[src/rtl/measure_pkg.sv]
// Shared types for the cursor measurement engine: mode encodings, FSM states
// and the accumulator width derivation.
package measure_pkg;

  typedef enum logic [1:0] {
    MODE_NONE = 2'd0,
    MODE_TIME = 2'd1,
    MODE_VOLT = 2'd2,
    MODE_FREQ = 2'd3
  } mode_t;

  typedef enum logic [2:0] {
    S_IDLE,
    S_DIFF,
    S_MUL,
    S_DIV,
    S_SAT,
    S_DONE
  } state_t;

  // Wide enough for a cursor delta shifted up by the largest shrink value.
  function automatic int acc_width(input int cursor_w, input int shift_w);
    return cursor_w + (1 << shift_w) - 1;
  endfunction

endpackage

[src/rtl/measure_divider.sv]
// Restoring serial divider: one quotient bit per cycle, DVD_W cycles per divide.
// The first step runs in the start cycle using the live inputs.
module measure_divider #(
  parameter int DVD_W = 24,
  parameter int DVS_W = 26
) (
  input  logic             clock,
  input  logic             resetn,
  input  logic             start,
  input  logic [DVD_W-1:0] dividend,
  input  logic [DVS_W-1:0] divisor,
  output logic             busy,
  output logic             done,
  output logic [DVD_W-1:0] quotient,
  output logic             div_by_zero
);
  localparam int CNT_W = (DVD_W > 1) ? $clog2(DVD_W) : 1;

  logic [DVS_W-1:0] rem, rem_n, dvs_q, dvs;
  logic [DVD_W-1:0] quo, quo_n, src_quo;
  logic [DVS_W-1:0] src_rem;
  logic [DVS_W:0]   r2;
  logic [CNT_W-1:0] cnt;
  logic             run, dz;

  always_comb begin
    src_rem = run ? rem : '0;
    src_quo = run ? quo : dividend;
    dvs     = run ? dvs_q : divisor;
    r2      = {src_rem, src_quo[DVD_W-1]};
    rem_n   = r2[DVS_W-1:0];
    quo_n   = {src_quo[DVD_W-2:0], 1'b0};
    if (r2 >= {1'b0, dvs}) begin
      rem_n = DVS_W'(r2 - {1'b0, dvs});
      quo_n = {src_quo[DVD_W-2:0], 1'b1};
    end
  end

  always_ff @(posedge clock) begin
    if (!resetn) begin
      rem   <= '0;
      quo   <= '0;
      dvs_q <= '0;
      cnt   <= '0;
      run   <= 1'b0;
      dz    <= 1'b0;
    end else if (!run && start) begin
      rem   <= rem_n;
      quo   <= quo_n;
      dvs_q <= divisor;
      cnt   <= CNT_W'(1);
      run   <= 1'b1;
      dz    <= (divisor == '0);
    end else if (run) begin
      rem <= rem_n;
      quo <= quo_n;
      cnt <= cnt + CNT_W'(1);
      if (cnt == CNT_W'(DVD_W-1)) run <= 1'b0;
    end
  end

  assign busy        = run;
  assign done        = run && (cnt == CNT_W'(DVD_W-1));
  assign quotient    = quo;
  assign div_by_zero = dz;

endmodule

[src/rtl/measure_engine.sv]
// Cursor measurement engine: captures cursors and per-channel settings on start,
// computes time / voltage / frequency through a serial mul/div and saturates.
module measure_engine
  import measure_pkg::*;
#(
  parameter int CURSOR_W = 11,
  parameter int NUM_CH   = 2,
  parameter int SR_W     = 6,
  parameter int SHIFT_W  = 4,
  parameter int OUT_W    = 14,
  parameter int SAT_MAX  = 9999,
  parameter int FREQ_K   = 1000000,
  parameter int K_W      = 24,
  localparam int CH_W    = (NUM_CH > 1) ? $clog2(NUM_CH) : 1
) (
  input  logic                      clock,
  input  logic                      resetn,
  input  logic                      start,
  input  logic [1:0]                mode,
  input  logic [CH_W-1:0]           ch_sel,
  input  logic [CURSOR_W-1:0]       cursorx1,
  input  logic [CURSOR_W-1:0]       cursorx2,
  input  logic [CURSOR_W-1:0]       cursory1,
  input  logic [CURSOR_W-1:0]       cursory2,
  input  logic [NUM_CH*SR_W-1:0]    sampleadjust,
  input  logic [NUM_CH*SHIFT_W-1:0] shiftdown,
  output logic                      busy,
  output logic                      done,
  output logic [OUT_W-1:0]          num,
  output logic                      overflow
);
  localparam int ACC_W = acc_width(CURSOR_W, SHIFT_W);
  localparam int MC_W  = $clog2(SR_W + 1);

  state_t state, nstate;
  mode_t  mode_q;

  logic [CURSOR_W-1:0] x1_q, x2_q, y1_q, y2_q, dx, dy;
  logic [SR_W-1:0]     sa_q;
  logic [SHIFT_W-1:0]  sh_q;
  logic [ACC_W-1:0]    acc, mcand, val;
  logic [SR_W:0]       mplier;
  logic [MC_W-1:0]     mcnt;
  logic                dz;
  logic [CH_W-1:0]     ch;

  logic             div_start, div_run, div_done, div_dz;
  logic [K_W-1:0]   div_q;

  // Out-of-range channel selects fall back to the last channel.
  assign ch  = (int'(ch_sel) >= NUM_CH) ? CH_W'(NUM_CH-1) : ch_sel;
  assign dx  = (x2_q >= x1_q) ? x2_q - x1_q : x1_q - x2_q;
  assign dy  = (y2_q >= y1_q) ? y2_q - y1_q : y1_q - y2_q;
  assign val = (mode_q == MODE_FREQ) ? ACC_W'(div_q) : acc;

  always_ff @(posedge clock) begin
    if (!resetn) state <= S_IDLE;
    else         state <= nstate;
  end

  always_comb begin
    nstate    = state;
    div_start = 1'b0;
    case (state)
      S_IDLE: if (start) nstate = S_DIFF;
      S_DIFF: nstate = (mode_q == MODE_NONE || mode_q == MODE_VOLT) ? S_SAT : S_MUL;
      S_MUL:  if (mcnt == MC_W'(SR_W)) nstate = (mode_q == MODE_FREQ) ? S_DIV : S_SAT;
      S_DIV: begin
        // First DIV cycle decides: zero divisor skips straight to saturation.
        if (!div_run) begin
          if (acc == '0) nstate = S_SAT;
          else           div_start = 1'b1;
        end else if (div_done) begin
          nstate = S_SAT;
        end
      end
      S_SAT:  nstate = S_DONE;
      S_DONE: nstate = S_IDLE;
      default: nstate = S_IDLE;
    endcase
  end

  always_ff @(posedge clock) begin
    if (!resetn) begin
      mode_q   <= MODE_NONE;
      x1_q     <= '0;
      x2_q     <= '0;
      y1_q     <= '0;
      y2_q     <= '0;
      sa_q     <= '0;
      sh_q     <= '0;
      acc      <= '0;
      mcand    <= '0;
      mplier   <= '0;
      mcnt     <= '0;
      dz       <= 1'b0;
      num      <= '0;
      overflow <= 1'b0;
    end else begin
      case (state)
        S_IDLE: if (start) begin
          mode_q <= mode_t'(mode);
          x1_q   <= cursorx1;
          x2_q   <= cursorx2;
          y1_q   <= cursory1;
          y2_q   <= cursory2;
          sa_q   <= sampleadjust[ch*SR_W +: SR_W];
          sh_q   <= shiftdown[ch*SHIFT_W +: SHIFT_W];
        end
        S_DIFF: begin
          acc    <= (mode_q == MODE_VOLT) ? (ACC_W'(dy) << sh_q) : '0;
          mcand  <= ACC_W'(dx);
          mplier <= {1'b0, sa_q} + (SR_W+1)'(1);
          mcnt   <= '0;
          dz     <= 1'b0;
        end
        S_MUL: begin
          if (mplier[0]) acc <= acc + mcand;
          mcand  <= mcand << 1;
          mplier <= mplier >> 1;
          mcnt   <= mcnt + MC_W'(1);
        end
        S_DIV: if (!div_run && acc == '0) dz <= 1'b1;
        S_SAT: begin
          if (dz || (mode_q == MODE_FREQ && div_dz) || val > ACC_W'(SAT_MAX)) begin
            num      <= OUT_W'(SAT_MAX);
            overflow <= 1'b1;
          end else begin
            num      <= val[OUT_W-1:0];
            overflow <= 1'b0;
          end
        end
        default: ;
      endcase
    end
  end

  measure_divider #(
    .DVD_W (K_W),
    .DVS_W (ACC_W)
  ) u_div (
    .clock       (clock),
    .resetn      (resetn),
    .start       (div_start),
    .dividend    (K_W'(FREQ_K)),
    .divisor     (acc),
    .busy        (div_run),
    .done        (div_done),
    .quotient    (div_q),
    .div_by_zero (div_dz)
  );

  assign busy = (state != S_IDLE) && (state != S_DONE);
  assign done = (state == S_DONE);

endmodule

[config.mk]
export PLATFORM = sky130hd
export DESIGN_NAME = measure_engine
export DESIGN_NICKNAME = d
export VERILOG_FILES = /design/src/rtl/measure_pkg.sv /design/src/rtl/measure_divider.sv /design/src/rtl/measure_engine.sv
export SDC_FILE = /design/constraint.sdc
export NUM_CORES = 1
export LEC_CHECK = 0
export BUFFER_PORTS_ARGS = -buffer_cell sky130_fd_sc_hd__buf_2
export CAP_MARGIN = 20
export CELL_PAD_IN_SITES_DETAIL_PLACEMENT = 2
export CELL_PAD_IN_SITES_GLOBAL_PLACEMENT = 2
export CORE_ASPECT_RATIO = 1.2
export CORE_MARGIN = 3
export CORE_UTILIZATION = 37
export DETAILED_ROUTE_END_ITERATION = 10
export PLACE_DENSITY = 0.81
export REMOVE_ABC_BUFFERS = 1
export SLEW_MARGIN = 40
export SYNTH_ARGS = -nofsm -noshare
export SYNTH_HDL_FRONTEND = slang
export SYNTH_HIERARCHICAL = 1
export SYNTH_SLANG_ARGS = --single-unit
[constraint.sdc]
create_clock -name clock -period 5.2 [get_ports clock]
set_input_delay 1.56 -clock clock [delete_from_list [all_inputs] [get_ports clock]]
set_output_delay 1.56 -clock clock [all_outputs]
set_load 0.05 [all_outputs]
## Yosys cells after proc, flatten, opt, wreduce, memory -nomap -nowiden

Index checks and enable logic that the tools add are counted.

- $mul: 1
- Add/subtract/negate cells: 9
- Equality and inequality tests: 16
- Mux-type cells: 38
- Shifts and indexed selects: 3
- Bitwise gates (word level): 1
- Order comparisons: 4
- Reduce and logical (&&, ||, !) cells: 21

Operators by type and width:

| cell | count |
|---|---|
| 26-bit 2-to-1 mux | 8 |
| 26-bit case mux with 2 select lines | 2 |
| 24-bit 2-to-1 mux | 3 |
| 11-bit subtractor | 4 |
| 27-bit by 26-bit >= comparator with 1-bit output | 1 |
| 26-bit adder | 1 |
| 26-bit by 14-bit > comparator with 1-bit output, second input constant | 1 |
| 26-bit logical NOT | 1 |
| 11-bit by 4-bit << shifter with 26-bit output | 1 |
| 26-bit subtractor | 1 |
| 11-bit >= comparator | 2 |
| 11-bit 2-to-1 mux | 2 |
| 3-bit 2-to-1 mux | 7 |
| 3-bit case mux with 5 select lines | 1 |
| 14-bit 2-to-1 mux | 1 |
| 7-bit case mux with 2 select lines | 1 |
| 12-bit by 5-bit indexed part select with 6-bit output | 1 |
| 1-bit 2-to-1 mux | 11 |
| 3-bit == test, second input constant | 3 |
| 2-bit inequality test, second input constant | 4 |
| 8-bit by 4-bit indexed part select with 4-bit output | 1 |
| 6-bit by 1-bit adder with 7-bit output, second input constant | 1 |
| 3-bit by 2-bit == test with 1-bit output, second input constant | 2 |
| 3-bit inequality test, second input constant | 2 |
| other kinds (20) | 31 |

- Logic and storage cells: 115
- Bits of input ports: 70
- Register bits: 220
- Output and inout bits: 17

## Logic depth before layout (Yosys ltp)

Gate-level depths: netlist of the first run.

- Depth in word-level cells: 6
- Depth in mapped cells: 19
- Depth with buffers taken out: 13

## Hierarchy

The synthesis of the first run kept the hierarchy.

By module, submodules not included:

| module | cells an instance | area each (um^2) | times used |
|---|---|---|---|
| measure_engine | 1282 | 10030.9 | 1 |
| measure_divider | 664 | 5298.8 | 1 |

## Worst setup path before layout of the first run

Ideal clock, no wire load.

- Path type: register to register
- Start point: register u_div.run (netlist: u_div/busy)
- End point: register u_div.rem[17]
- Buffers on the path: 5
- Cell stages (with the launch flop): 17
- Data arrival time: 3.914 ns
- Setup slack: 1.168 ns
- Cell sequence: dfxtp_1 -> buf_6 -> clkbuf_8 -> clkbuf_1 -> buf_1 -> clkbuf_1 -> mux2i_1 -> ha_1 -> and4_1 -> a21boi_1 -> o31ai_2 -> o211ai_2 -> a311o_1 -> a21oi_1 -> xor2_1 -> nor2_1 -> o221a_1

- Cells in the longest elaborated chain, start to end: 5
- Elaborated cells between the ends (all ways): 13
- Classes of those cells: add/sub: 1; order compare: 1; mux: 8; reduce/logical: 3

RTL lines:

| element | RTL line | source |
|---|---|---|
| from (decl) | measure_divider.sv:24 | `logic run, dz;` |
| from (signal assigned) | measure_divider.sv:45 | `run <= 1'b0;` |
| from (signal assigned) | measure_divider.sv:52 | `run <= 1'b1;` |
| from (signal assigned) | measure_divider.sv:58 | `if (cnt == CNT_W'(DVD_W-1)) run <= 1'b0;` |
| 24-bit 2-to-1 mux (tied with other cells) | measure_divider.sv:28 | `src_quo = run ? quo : dividend;` |
| 26-bit subtractor / 27-bit by 26-bit >= comparator with 1-bit output (equally long branches) | measure_divider.sv:34, measure_divider.sv:33 |  |
| 26-bit 2-to-1 mux | measure_divider.sv:33 | `if (r2 >= {1'b0, dvs}) begin` |
| 26-bit 2-to-1 mux | measure_divider.sv:54 | `end else if (run) begin` |
| 26-bit 2-to-1 mux | measure_divider.sv:47 | `end else if (!run && start) begin` |
| to (signal assigned) | measure_divider.sv:48 | `rem <= rem_n;` |
| to (signal assigned) | measure_divider.sv:55 | `rem <= rem_n;` |
| to (decl) | measure_divider.sv:19 | `logic [DVS_W-1:0] rem, rem_n, dvs_q, dvs;` |

Several ways; a longest one is shown, not always the timed one. The select of a mux whose other input is x is not followed.
A chain may end at the register's enable or synchronous reset.

## Worst setup path after layout of the first run

- Start point: register y1_q[4]
- End point: register acc[16]

- Cells in the longest elaborated chain, start to end: 5
- Elaborated cells between the ends (all ways): 7
- Classes of those cells: add/sub: 2; order compare: 1; shift: 1; mux: 3

RTL lines:

| element | RTL line | source |
|---|---|---|
| from (decl) | measure_engine.sv:38 | `logic [CURSOR_W-1:0] x1_q, x2_q, y1_q, y2_q, dx, dy;` |
| from (signal assigned) | measure_engine.sv:105 | `y1_q <= cursory1;` |
| 11-bit subtractor / 11-bit >= comparator (equally long branches) | measure_engine.sv:53 | `assign dy = (y2_q >= y1_q) ? y2_q - y1_q : y1_q - y2_q;` |
| 11-bit 2-to-1 mux * | measure_engine.sv:53 |  |
| 11-bit by 4-bit << shifter with 26-bit output * | measure_engine.sv:111 | `acc <= (mode_q == MODE_VOLT) ? (ACC_W'(dy) << sh_q) : '0;` |
| 26-bit 2-to-1 mux * | measure_engine.sv:111 |  |
| 26-bit case mux with 2 select lines * | measure_engine.sv:100 | `case (state)` |
| to (signal assigned) | measure_engine.sv:111 |  |
| to (signal assigned) | measure_engine.sv:118 | `if (mplier[0]) acc <= acc + mcand;` |
| to (decl) | measure_engine.sv:41 | `logic [ACC_W-1:0] acc, mcand, val;` |

Mark *: on every way between the ends. The rest lies on a longest branch, timed or not.

==> results.py, run 1 <==
metrics = {
    "setup_path": {
        "endpoint_kind": "flip-flop",
        "r2r-end": "acc[16]",
        "path_max_fanout": 17,
        "cp.arrival_ns": 4.61,
        "rrSetupSlack_ns": 1.10,
        "crit_path_start_kind": "flip-flop",
        "timing.rr.start": "y1_q[4]",
        "crit_type": "flip-flop to flip-flop",
        "required_ns": 5.71,
        "worst_r2r_path_depth": 11,
    },
    "synth": {
        "yosys.area.top_type_share_pct": 28.73,
        "syn_area_um2": 15330,
        "synth_ff_type": "dfxtp_1",
        "ys_seq_area_share_pct": 28.73,
        "yosysWarnings": 6,
        "async_reset_ff_share_pct": 0,
        "netlist_instances": 1946,
        "synth_edf_count": 0,
        "avgSynthCellArea_um2": 7.878,
        "synth_top_area_cell": "dfxtp_1",
        "synthTopCellsByArea": "dfxtp_1 (29%), ha_1 (7.8%), nand2_1 (6.4%), a21oi_1 (5.4%), mux2i_1 (5.4%)",
        "yosysUniqueCellTypes": 93,
        "synth_seq_cells": 220,
    },
    "timing": {
        "finalHoldViolations": 0,
        "slew_headroom_pct": 46.07,
        "setup_viol": 0,
        "fin_crit_ns": 4.101,
        "skew_ns": 0.01499,
        "whs_ns": 0.4510,
        "tightestPinTransition_ns": 0.8078,
        "maxSlewViolCount": 0,
        "rsz0062_at_grt": "false",
        "max_freq_mhz": 243.9,
        "fin_crit_sh_pct": 78.86,
    },
    "clock_tree": {
        "clk_path_buf_depth": 3,
        "clock-sinks": 220,
        "cts-root-buf": "clkbuf_16",
        "cts-htree-levels": 1,
        "numCtsBuffers": 28,
        "clkSlewWorstSetupHoldPaths_ns": 0.05,
        "postCtsSetupRepairBufs": 0,
        "cts_tree": "done",
        "cts_resized": 0,
        "cts_hold_buffers": 0,
        "insertion_delay_ns": 0.58,
    },
    "worst_hold_path": {
        "min_path_cells": 2,
        "min-delay-start": "u_div/rem[13]",
        "hold_path.class": "flip-flop to flip-flop",
        "holdPathEnd": "u_div/rem[13]",
    },
    "global_route": {
        "antenna_found_initial": 1,
        "grt_pass1_wl_um": 87640,
        "grt_overflow": 0,
        "grt_max_degree": 101,
        "grt_use_total_pct": 24.21,
        "grt_pass1_vias": 16165,
    },
    "finish": {
        "syn_to_final_growth_pct": 11.75,
        "nets": 2164,
        "finalCoreUtilization_pct": 41.94,
        "final_common_cell": "nand2_1",
        "fin_area_um2": 17130,
        "drive_gt1_share_pct": 10.00,
        "layout_common_cells": "nand2_1 (260), dfxtp_1 (219), a21oi_1 (165), nor2_1 (134), o21ai_0 (98)",
    },
    "placement": {
        "place_hpwl_um": 38820,
        "globalplace.congestion": 0.9099,
        "port-buffer-count": 86,
        "dpl-instance-area_um2": 16210,
    },
    "routing": {
        "post_drt_wl_per_cell_um": 21.08,
        "drt-initial-drc-count": 739,
        "final_antenna_net_count": 0,
        "viasPerCell": 5.815,
        "route.vias.total": 14823,
        "routed_wirelength_um": 53720,
        "remaining_drc_errors": 0,
        "drtPass1Iterations": 5,
    },
    "power_and_ir_drop": {
        "p_leak_nw": 6.914,
        "power.density_nw_per_um2": 683.9,
        "ir_drop_mv": 0.3056,
    },
    "flow_run": {
        "max-cap-violations": 0,
    },
    "floorplan": {
        "ios": 87,
        "num_rows": 81,
        "core_um2": 40840,
        "initial_core_util_pct": 37.53,
        "die-area_um2": 43920,
        "die_w_um": 191.8,
        "die_h_um": 229.0,
    },
    "run_status": {
        "status": "finished clean",
    },
}
==> sequential cells by signal, indices dropped and copies added (netlist names) <==
name,count
u_div/div_by_zero,1
mode_q,2
y1_q,11
x1_q,11
x2_q,11
sh_q,4
sa_q,6
mcand,26
u_div/rem,26
acc,26
y2_q,11
mplier,7
mcnt,3
num,14
u_div/busy,1
overflow,1
u_div/quotient,24
dz,1
state,3
u_div/dvs_q,26
u_div/cnt,5
==> area by class of cell <==
cell class | count | area (um^2)
clock buffer | 34 | 753.2
timing repair buffer | 114 | 646.9
clock inverter | 12 | 166.4
antenna | 1 | 2.502
tap | 539 | 674.4
sequential | 220 | 4408
fill | 4706 | 23710
inverter | 82 | 307.8
multi-input combinational | 1547 | 10170
==> how the worst max path moves through the flow <==
stage                    end  startpoint  cells after the start
4_1_cts              acc[16]     y1_q[4]                     11
2_1_floorplan  u_div/rem[10]  u_div/busy                     11
3_5_place_dp         acc[16]     y1_q[4]                     11
3_3_place_gp    u_div/rem[0]  u_div/busy                     12
6_report             acc[16]     y1_q[4]                     11
5_1_grt              acc[22]     y1_q[4]                     11
==> through the flow <==
stage | power, mW | setup TNS (ns) | setup WS [ns] | cells
floorplan | 7.390 | -5.735 | -0.4895 | 1849
global placement | 9.326 | 0 | 1.232 | 2502
detailed placement | 9.661 | 0 | 1.078 | 2502
CTS | 11.77 | 0 | 1.075 | 2548
global route | 12.67 | 0 | 0.8267 | 2549
finish | 11.71 | 0 | 1.099 | 2549
==> cells by family (layout without fill, tap and decap cells) <==
logic type | after synthesis | in the layout | share of synthesized area [%]
and+or+nand+nor | 646 | 646 | 19.95
AOI/OAI and AO/OA | 619 | 619 | 27.03
DFF | 220 | 220 | 28.73
buffers and inverters | 201 | 242 | 5.624
adders and majority gates | 102 | 102 | 8.611
muxes | 90 | 90 | 6.236
xor gates and xnor gates | 66 | 66 | 3.771
other | 2 | 25 | 0.04899
==> power by group <==
part	switching (mW)	internal, mW
clock network	0.804	1.17
logic	4.48	2.66
registers	0.555	2.04
total	5.84	5.87
==> synthesized netlist by cell type, drive strengths merged, types with 35 or more instances <==
cell and n:
nor2 136, o21ai 113, inv 82, a21o 44, mux2i 82, nand3 35
nand2 260, dfxtp 220, a21oi 167, a21boi 62, xnor2 38, ha 95
and2 42, clkbuf 88
==> critical path, cell delays in order, from the launching register on <==
cell       delay, ns
dfxtp_1         0.36
inv_1           0.06
ha_1            0.62
nand2_1         0.18
nor4_2          0.49
or3_1           0.59
or3_1           0.21
o2111ai_1       0.18
a211o_1         0.44
mux4_2          0.50
or2_1           0.26
a21oi_2         0.13
==> layer usage <==
metal	GRT usage (%)	up-vias	wire, um
met5	0	-	0
met4	7.616	0	1726
met3	2.465	108	1711
met2	44.25	259	27350
met1	29.48	7406	22940
li1	-	7050	-
Power figures use the tool's default switching activity.
==> run 2: changes to the inputs <==
--- a/config.mk
+++ b/config.mk
@@ -11,9 +11,9 @@
 export CELL_PAD_IN_SITES_GLOBAL_PLACEMENT = 2
 export CORE_ASPECT_RATIO = 1.2
 export CORE_MARGIN = 3
-export CORE_UTILIZATION = 37
+export CORE_UTILIZATION = 34
 export DETAILED_ROUTE_END_ITERATION = 10
-export PLACE_DENSITY = 0.81
+export PLACE_DENSITY = 0.79
 export REMOVE_ABC_BUFFERS = 1
 export SLEW_MARGIN = 40
 export SYNTH_ARGS = -nofsm -noshare
==> constraint.sdc (replaced) <==
create_clock -name clock -period 3.4 [get_ports clock]
set_input_delay 1.02 -clock clock [delete_from_list [all_inputs] [get_ports clock]]
set_output_delay 1.02 -clock clock [all_outputs]
set_load 0.05 [all_outputs]
==> run 2 against run 1 <==
  * Final cell count up 4.7%
  * Die area up 8.6%
  * Global-route usage down 1.3 points
==> results.py, run 2 (synthesis results as in run 1) <==
metrics = {
    "setup_path": {
        "r2r-end": "acc[14]",
        "setup.worst_path.end": "acc[14]",
        "crit_path_start_kind": "flip-flop",
        "path_depth": 14,
        "worst_r2r_path_depth": 14,
        "cp_top_family": "compound AO/OA/AOI/OAI gates",
        "cp_cell_sequence": "inv_2 -> ha_4 -> inv_2 -> fa_2 -> a21o_4 -> a2111oi_4 -> buf_4 -> nor3b_2 -> o211ai_1 -> o211ai_1 -> a31o_2 -> mux4_2 -> o221ai_2 -> o221a_1",
        "crit_type": "flip-flop to flip-flop",
        "timing.rr.start": "y1_q[0]",
        "crit_path_start": "y1_q[0]",
        "path_buf_inv": 3,
        "slowest_stage": "mux4_2",
        "max_stage_delay_ns": 0.51,
        "required_ns": 3.94,
        "cp.arrival_ns": 3.84,
        "endpoint_kind": "flip-flop",
        "rrSetupSlack_ns": 0.1,
        "path_max_fanout": 4,
    },
    "timing": {
        "setup_viol": 0,
        "tightestPinTransition_ns": 0.7745,
        "fin_crit_ns": 3.303,
        "whs_ns": 0.4567,
        "rsz0062_at_grt": "true",
        "slew_headroom_pct": 47.89,
        "max_freq_mhz": 302.7,
        "maxSlewViolCount": 0,
        "finalHoldViolations": 0,
        "skew_ns": 0.02450,
        "fin_ws_ns": 0.09682,
        "fin_crit_sh_pct": 97.15,
    },
    "clock_tree": {
        "cts-root-buf": "clkbuf_16",
        "numCtsBuffers": 28,
        "clk_path_buf_depth": 3,
        "cts_tree": "done",
        "cts-htree-levels": 1,
        "insertion_delay_ns": 0.59,
        "clock-sinks": 220,
        "clkSlewWorstSetupHoldPaths_ns": 0.06,
    },
    "run_status": {
        "status": "finished clean",
    },
    "finish": {
        "fillerInstances": 5038,
        "nets": 2260,
        "layout_common_cells": "nand2_1 (260), dfxtp_1 (215), a21oi_1 (159), nor2_1 (133), buf_4 (119)",
        "syn_to_final_growth_pct": 19.21,
        "drive_gt1_share_pct": 17.21,
        "insertedDiodeCount": 0,
        "multi_input_area_um2": 10500,
        "regArea_um2": 4413,
        "final_common_cell": "nand2_1",
    },
    "floorplan": {
        "die_w_um": 199.8,
        "ios": 87,
        "die_h_um": 238.6,
        "initial_core_util_pct": 34.73,
        "core_um2": 44140,
        "die-area_um2": 47680,
        "num_rows": 84,
    },
    "routing": {
        "remaining_drc_errors": 0,
        "drtPass1Iterations": 4,
        "route.vias.total": 15155,
        "drt-initial-drc-count": 612,
        "routed_wirelength_um": 56200,
        "viasPerCell": 5.680,
        "post_drt_wl_per_cell_um": 21.06,
        "final_antenna_net_count": 0,
    },
    "placement": {
        "globalplace.congestion": 0.9098,
        "place_hpwl_um": 41330,
        "place_ws_ns": -0.2328,
        "port-buffer-count": 86,
    },
    "power_and_ir_drop": {
        "ir_drop_mv": 0.4406,
        "p_leak_nw": 7.483,
        "power.density_nw_per_um2": 1085,
    },
    "global_route": {
        "grt_max_degree": 65,
        "grt_use_total_pct": 22.95,
        "grt_pass1_wl_um": 89760,
        "antenna_found_initial": 0,
        "grt_overflow": 0,
        "grt_pass1_vias": 16574,
    },
    "worst_hold_path": {
        "hold_path.class": "flip-flop to flip-flop",
    },
    "flow_run": {
        "max-cap-violations": 0,
    },
}
==> run 2: changes by cell type in the layout (fill, tap and decap cells not counted), moves of 6 or more <==
cell	change
a21oi_1	-6
a21oi_2	+6
mux2i_1	-7
ha_1	-12
mux2i_2	+7
ha_2	+7
buf_4	+91
==> run 2: what timing repair did <==
action | 4_1_cts | 5_1_grt
gates resized for setup | 12 | 72
setup buffers | 4 | 8
hold buffers | 0 | 0
endpoints found under the setup margin | 28 | 39
cloned | 0 | 0
pin swaps | 2 | 22
==> run 2: area by class of cell <==
class / instances / area share (%)
flip-flops and latches: 220 / 24.15
clock buffers: 34 / 4.067
repair buffers: 210 / 7.826
clock inverters: 16 / 1.013
multi-input cells: 1547 / 57.44
well taps: 559 / 3.827
inverters: 82 / 1.684
==> run 2: layer usage <==
layer	vias up	share of wire (%)	GRT usage (%)
li1	7252	-	-
met1	7617	43	27.86
met2	208	52	42.75
met3	78	2.7	2.298
met4	0	2.6	6.389
met5	-	0	0
==> run 2: power breakdown <==
group	switching (mW)	internal (mW)	total, mW
clock	1.26	1.78	3.04
combinational	7.65	5.34	13.0
sequential	0.674	3.13	3.80
==> run 2: per-stage QoR <==
step                TNS (ns)  std cells  area, um^2  utilization [%]  total power, mW
finish                     0       2668       18280            41.40            19.83
global route         -0.6171       2668       18280            41.40            21.36
CTS                        0       2660       17910            40.58            19.18
detailed placement    -1.768       2606       16890            38.27            15.81
global placement     -0.4036       2606       16890            38.27            15.31
floorplan            -101.00       1849       14860                -            11.30
==> run 2: worst reg2reg max path: stages, from the launching register on <==
cell,delay [ns]
dfxtp_2,0.34
inv_2,0.06
ha_4,0.12
inv_2,0.04
fa_2,0.42
a21o_4,0.24
a2111oi_4,0.39
buf_4,0.19
nor3b_2,0.04
o211ai_1,0.19
o211ai_1,0.12
a31o_2,0.27
mux4_2,0.51
o221ai_2,0.15
o221a_1,0.19
==> run 2: worst min path at each step <==
stage | from | end | slack [ns] | cells past startpoint
6_report | u_div/rem[0] | u_div/rem[0] | 0.46 | 2
5_1_grt | u_div/dvs_q[21] | u_div/dvs_q[21] | 0.48 | 2
4_1_cts | u_div/rem[0] | u_div/rem[0] | 0.46 | 2
3_5_place_dp | u_div/rem[0] | u_div/rem[0] | 0.45 | 2
3_3_place_gp | u_div/rem[14] | u_div/rem[14] | 0.43 | 2
2_1_floorplan | u_div/rem[14] | u_div/rem[14] | 0.42 | 2
==> run 3: changes to the inputs <==
--- a/config.mk
+++ b/config.mk
@@ -15,6 +15,7 @@
 export DETAILED_ROUTE_END_ITERATION = 10
 export PLACE_DENSITY = 0.79
 export REMOVE_ABC_BUFFERS = 1
+export SETUP_SLACK_MARGIN = 0.3
 export SLEW_MARGIN = 40
 export SYNTH_ARGS = -nofsm -noshare
 export SYNTH_HDL_FRONTEND = slang
==> run 3 against run 2 <==
  * Power increased by 20%
  * Critical path type unchanged
  * Final area up 10%
  * Critical path depth increased by 1
  * Core utilization rose by 4.2 points
  * Via count rose by 6.5%
  * Register-to-register slack worse by 0.14 ns
  * Clock skew increased by 0.0019 ns
  * Sequential share of layout area shrank 2.2 points
  * Final cell count is 1.8% higher
  * Count of clock-buffer cells in the layout unchanged
  * Clock power rose by 2%
  * Non-clock buffer count increased by 48
  * The run now ends with setup timing left
==> results.py, run 3 (synthesis results as in run 1) <==
metrics = {
    "flow_run": {
        "max-cap-violations": 0,
    },
    "finish": {
        "layout_common_cells": "nand2_1 (253), dfxtp_1 (208), a21oi_1 (142), buf_4 (138), nor2_1 (130)",
        "insertedDiodeCount": 0,
        "drive_gt1_share_pct": 26.05,
        "final_common_cell": "nand2_1",
        "nets": 2308,
        "fillerInstances": 4796,
        "syn_to_final_growth_pct": 31.27,
    },
    "clock_tree": {
        "cts_hold_buffers": 0,
        "cts_tree": "done",
        "cts-htree-levels": 1,
        "numCtsBuffers": 28,
        "cts-root-buf": "clkbuf_16",
        "clkSlewWorstSetupHoldPaths_ns": 0.06,
        "insertion_delay_ns": 0.61,
        "clk_path_buf_depth": 3,
        "clock-sinks": 220,
    },
    "floorplan": {
        "die_w_um": 199.8,
        "core_um2": 44140,
        "ios": 87,
        "die-area_um2": 47680,
        "initial_core_util_pct": 34.73,
        "num_rows": 84,
        "die_h_um": 238.6,
    },
    "run_status": {
        "violations": "setup timing",
        "status": "finished with violations",
    },
    "setup_path": {
        "crit_path_start_kind": "flip-flop",
        "required_ns": 3.89,
        "rrSetupSlack_ns": -0.04,
        "max_stage_delay_ns": 0.40,
        "path_max_fanout": 5,
        "crit_type": "flip-flop to flip-flop",
        "cp.arrival_ns": 3.92,
        "slowest_stage": "fa_2",
        "path_buf_inv": 3,
        "cp_top_family": "compound AO/OA/AOI/OAI gates",
        "cp_cell_sequence": "buf_16 -> mux2i_4 -> ha_4 -> inv_1 -> fa_2 -> a211oi_4 -> o2111ai_2 -> buf_4 -> nand3_1 -> nand2_1 -> a21o_1 -> a21oi_2 -> xnor2_1 -> nor2_1 -> o31ai_1",
        "endpoint_kind": "flip-flop",
    },
    "global_route": {
        "grt_max_degree": 65,
        "grt_pass1_wl_um": 95830,
        "grt_overflow": 0,
        "grt_use_total_pct": 24.80,
        "grt_pass1_vias": 17112,
        "antenna_found_initial": 1,
    },
    "placement": {
        "place_ws_ns": -0.2328,
        "place_hpwl_um": 41330,
        "port-buffer-count": 86,
        "globalplace.congestion": 0.9098,
    },
    "timing": {
        "maxSlewViolCount": 0,
        "skew_ns": 0.02642,
        "fin_crit_ns": 3.439,
        "setup_viol": 2,
        "fin_crit_sh_pct": 101.1,
        "fin_ws_ns": -0.03863,
        "max_freq_mhz": 290.8,
        "slew_headroom_pct": 36.02,
        "finalHoldViolations": 0,
        "rsz0062_at_grt": "true",
        "tightestPinTransition_ns": 0.9510,
    },
    "power_and_ir_drop": {
        "switching_share_pct": 49.40,
        "power.density_nw_per_um2": 1179,
        "p_int_mw": 12.01,
        "combinationalPowerShare_pct": 70.5,
        "p_switching_mw": 11.72,
        "seqPwrFrac_pct": 16.4,
        "p_leak_nw": 8.036,
        "clockPowerShare_pct": 13.1,
        "ir_drop_mv": 0.4824,
        "power_mw": 23.73,
    },
    "routing": {
        "drt-initial-drc-count": 772,
        "post_drt_wl_per_cell_um": 25.67,
        "route.vias.total": 16133,
        "final_antenna_net_count": 0,
        "drtPass1Iterations": 5,
        "viasPerCell": 5.940,
        "routed_wirelength_um": 69710,
        "remaining_drc_errors": 0,
    },
    "worst_hold_path": {
        "hold_path.class": "flip-flop to flip-flop",
    },
}
run 3: cell count changes in the layout (fill, tap and decap cells not counted), moves of 8 or more:
cell      change
ha_4         +23
ha_1         -21
buf_4        +19
a21oi_1      -17
buf_6        +15
mux2i_1      -15
mux2i_4      +13
o21ai_2      +13
a21oi_2      +12
o21ai_0      -10
a211oi_1      -8
run 3: metal layers:
metal  vias to the layer above  share of wire, %  GRT usage (%)
met5                         -             0.017              0
met1                      8210                40          29.60
met3                       176               3.3          2.636
met2                       390                53          46.11
met4                         2               4.2          8.102
li1                       7355                 -              -
run 3: worst paths after layout:
kind	startpoint	to	depth (start not counted)
worst min-delay path	mplier[6]	mplier[6]	2
worst min register to register	mplier[6]	mplier[6]	2
worst max register to register	u_div/busy	u_div/rem[14]	15
worst max-delay path	u_div/busy	u_div/rem[14]	15
run 3: repair_timing:
item                       CTS  global route
pin swaps                   56            80
gates cloned                 2             7
buffers inserted            21            30
resized for setup          137           192
setup endpoints to repair   50            80
run 3: area by class of cell:
cell class | instances | area, um^2 | area share (%)
clock inverters | 16 | 185.2 | 0.9202
multi-input cells | 1547 | 11710 | 58.21
clock buffers | 34 | 743.2 | 3.693
inverters | 82 | 307.8 | 1.530
repair buffers | 258 | 2052 | 10.20
well taps | 559 | 699.4 | 3.476
flip-flops and latches | 220 | 4422 | 21.97
run 3: metrics by stage:
stage	cells	hold WS, ns	TNS, ns	utilization (%)	area (um^2)
4_1_cts	2679	0.4565	0	42.35	18690
3_3_place_gp	2606	0.4333	-0.4036	38.27	16890
3_5_place_dp	2606	0.4480	-1.768	38.27	16890
2_1_floorplan	1849	0.4173	-101.00	-	14860
5_1_grt	2716	0.5052	-0.3904	45.59	20120
6_report	2716	0.4639	-0.04410	45.59	20120
run 3: power by group through the flow:
| stage | Combinational [mW] | Sequential [mW] | Clock (mW) |
|---|---|---|---|
| floorplan | 7.47 | 3.83 | 0 |
| global placement | 11.5 | 3.79 | 0 |
| detailed placement | 12.0 | 3.83 | 0 |
| CTS | 13.4 | 3.82 | 3.14 |
| global route | 17.7 | 3.97 | 3.29 |
| finish | 16.7 | 3.89 | 3.11 |
run 3: worst reg2reg max path, stage by stage (launching register included):
cell and delay, ns:
dfxtp_4 0.39, buf_16 0.16, mux2i_4 0.26, ha_4 0.21, inv_1 0.07, fa_2 0.40, a211oi_4 0.37, o2111ai_2 0.17
buf_4 0.18, nand3_1 0.10, nand2_1 0.12, a21o_1 0.21, a21oi_2 0.17, xnor2_1 0.16, nor2_1 0.09, o31ai_1 0.27
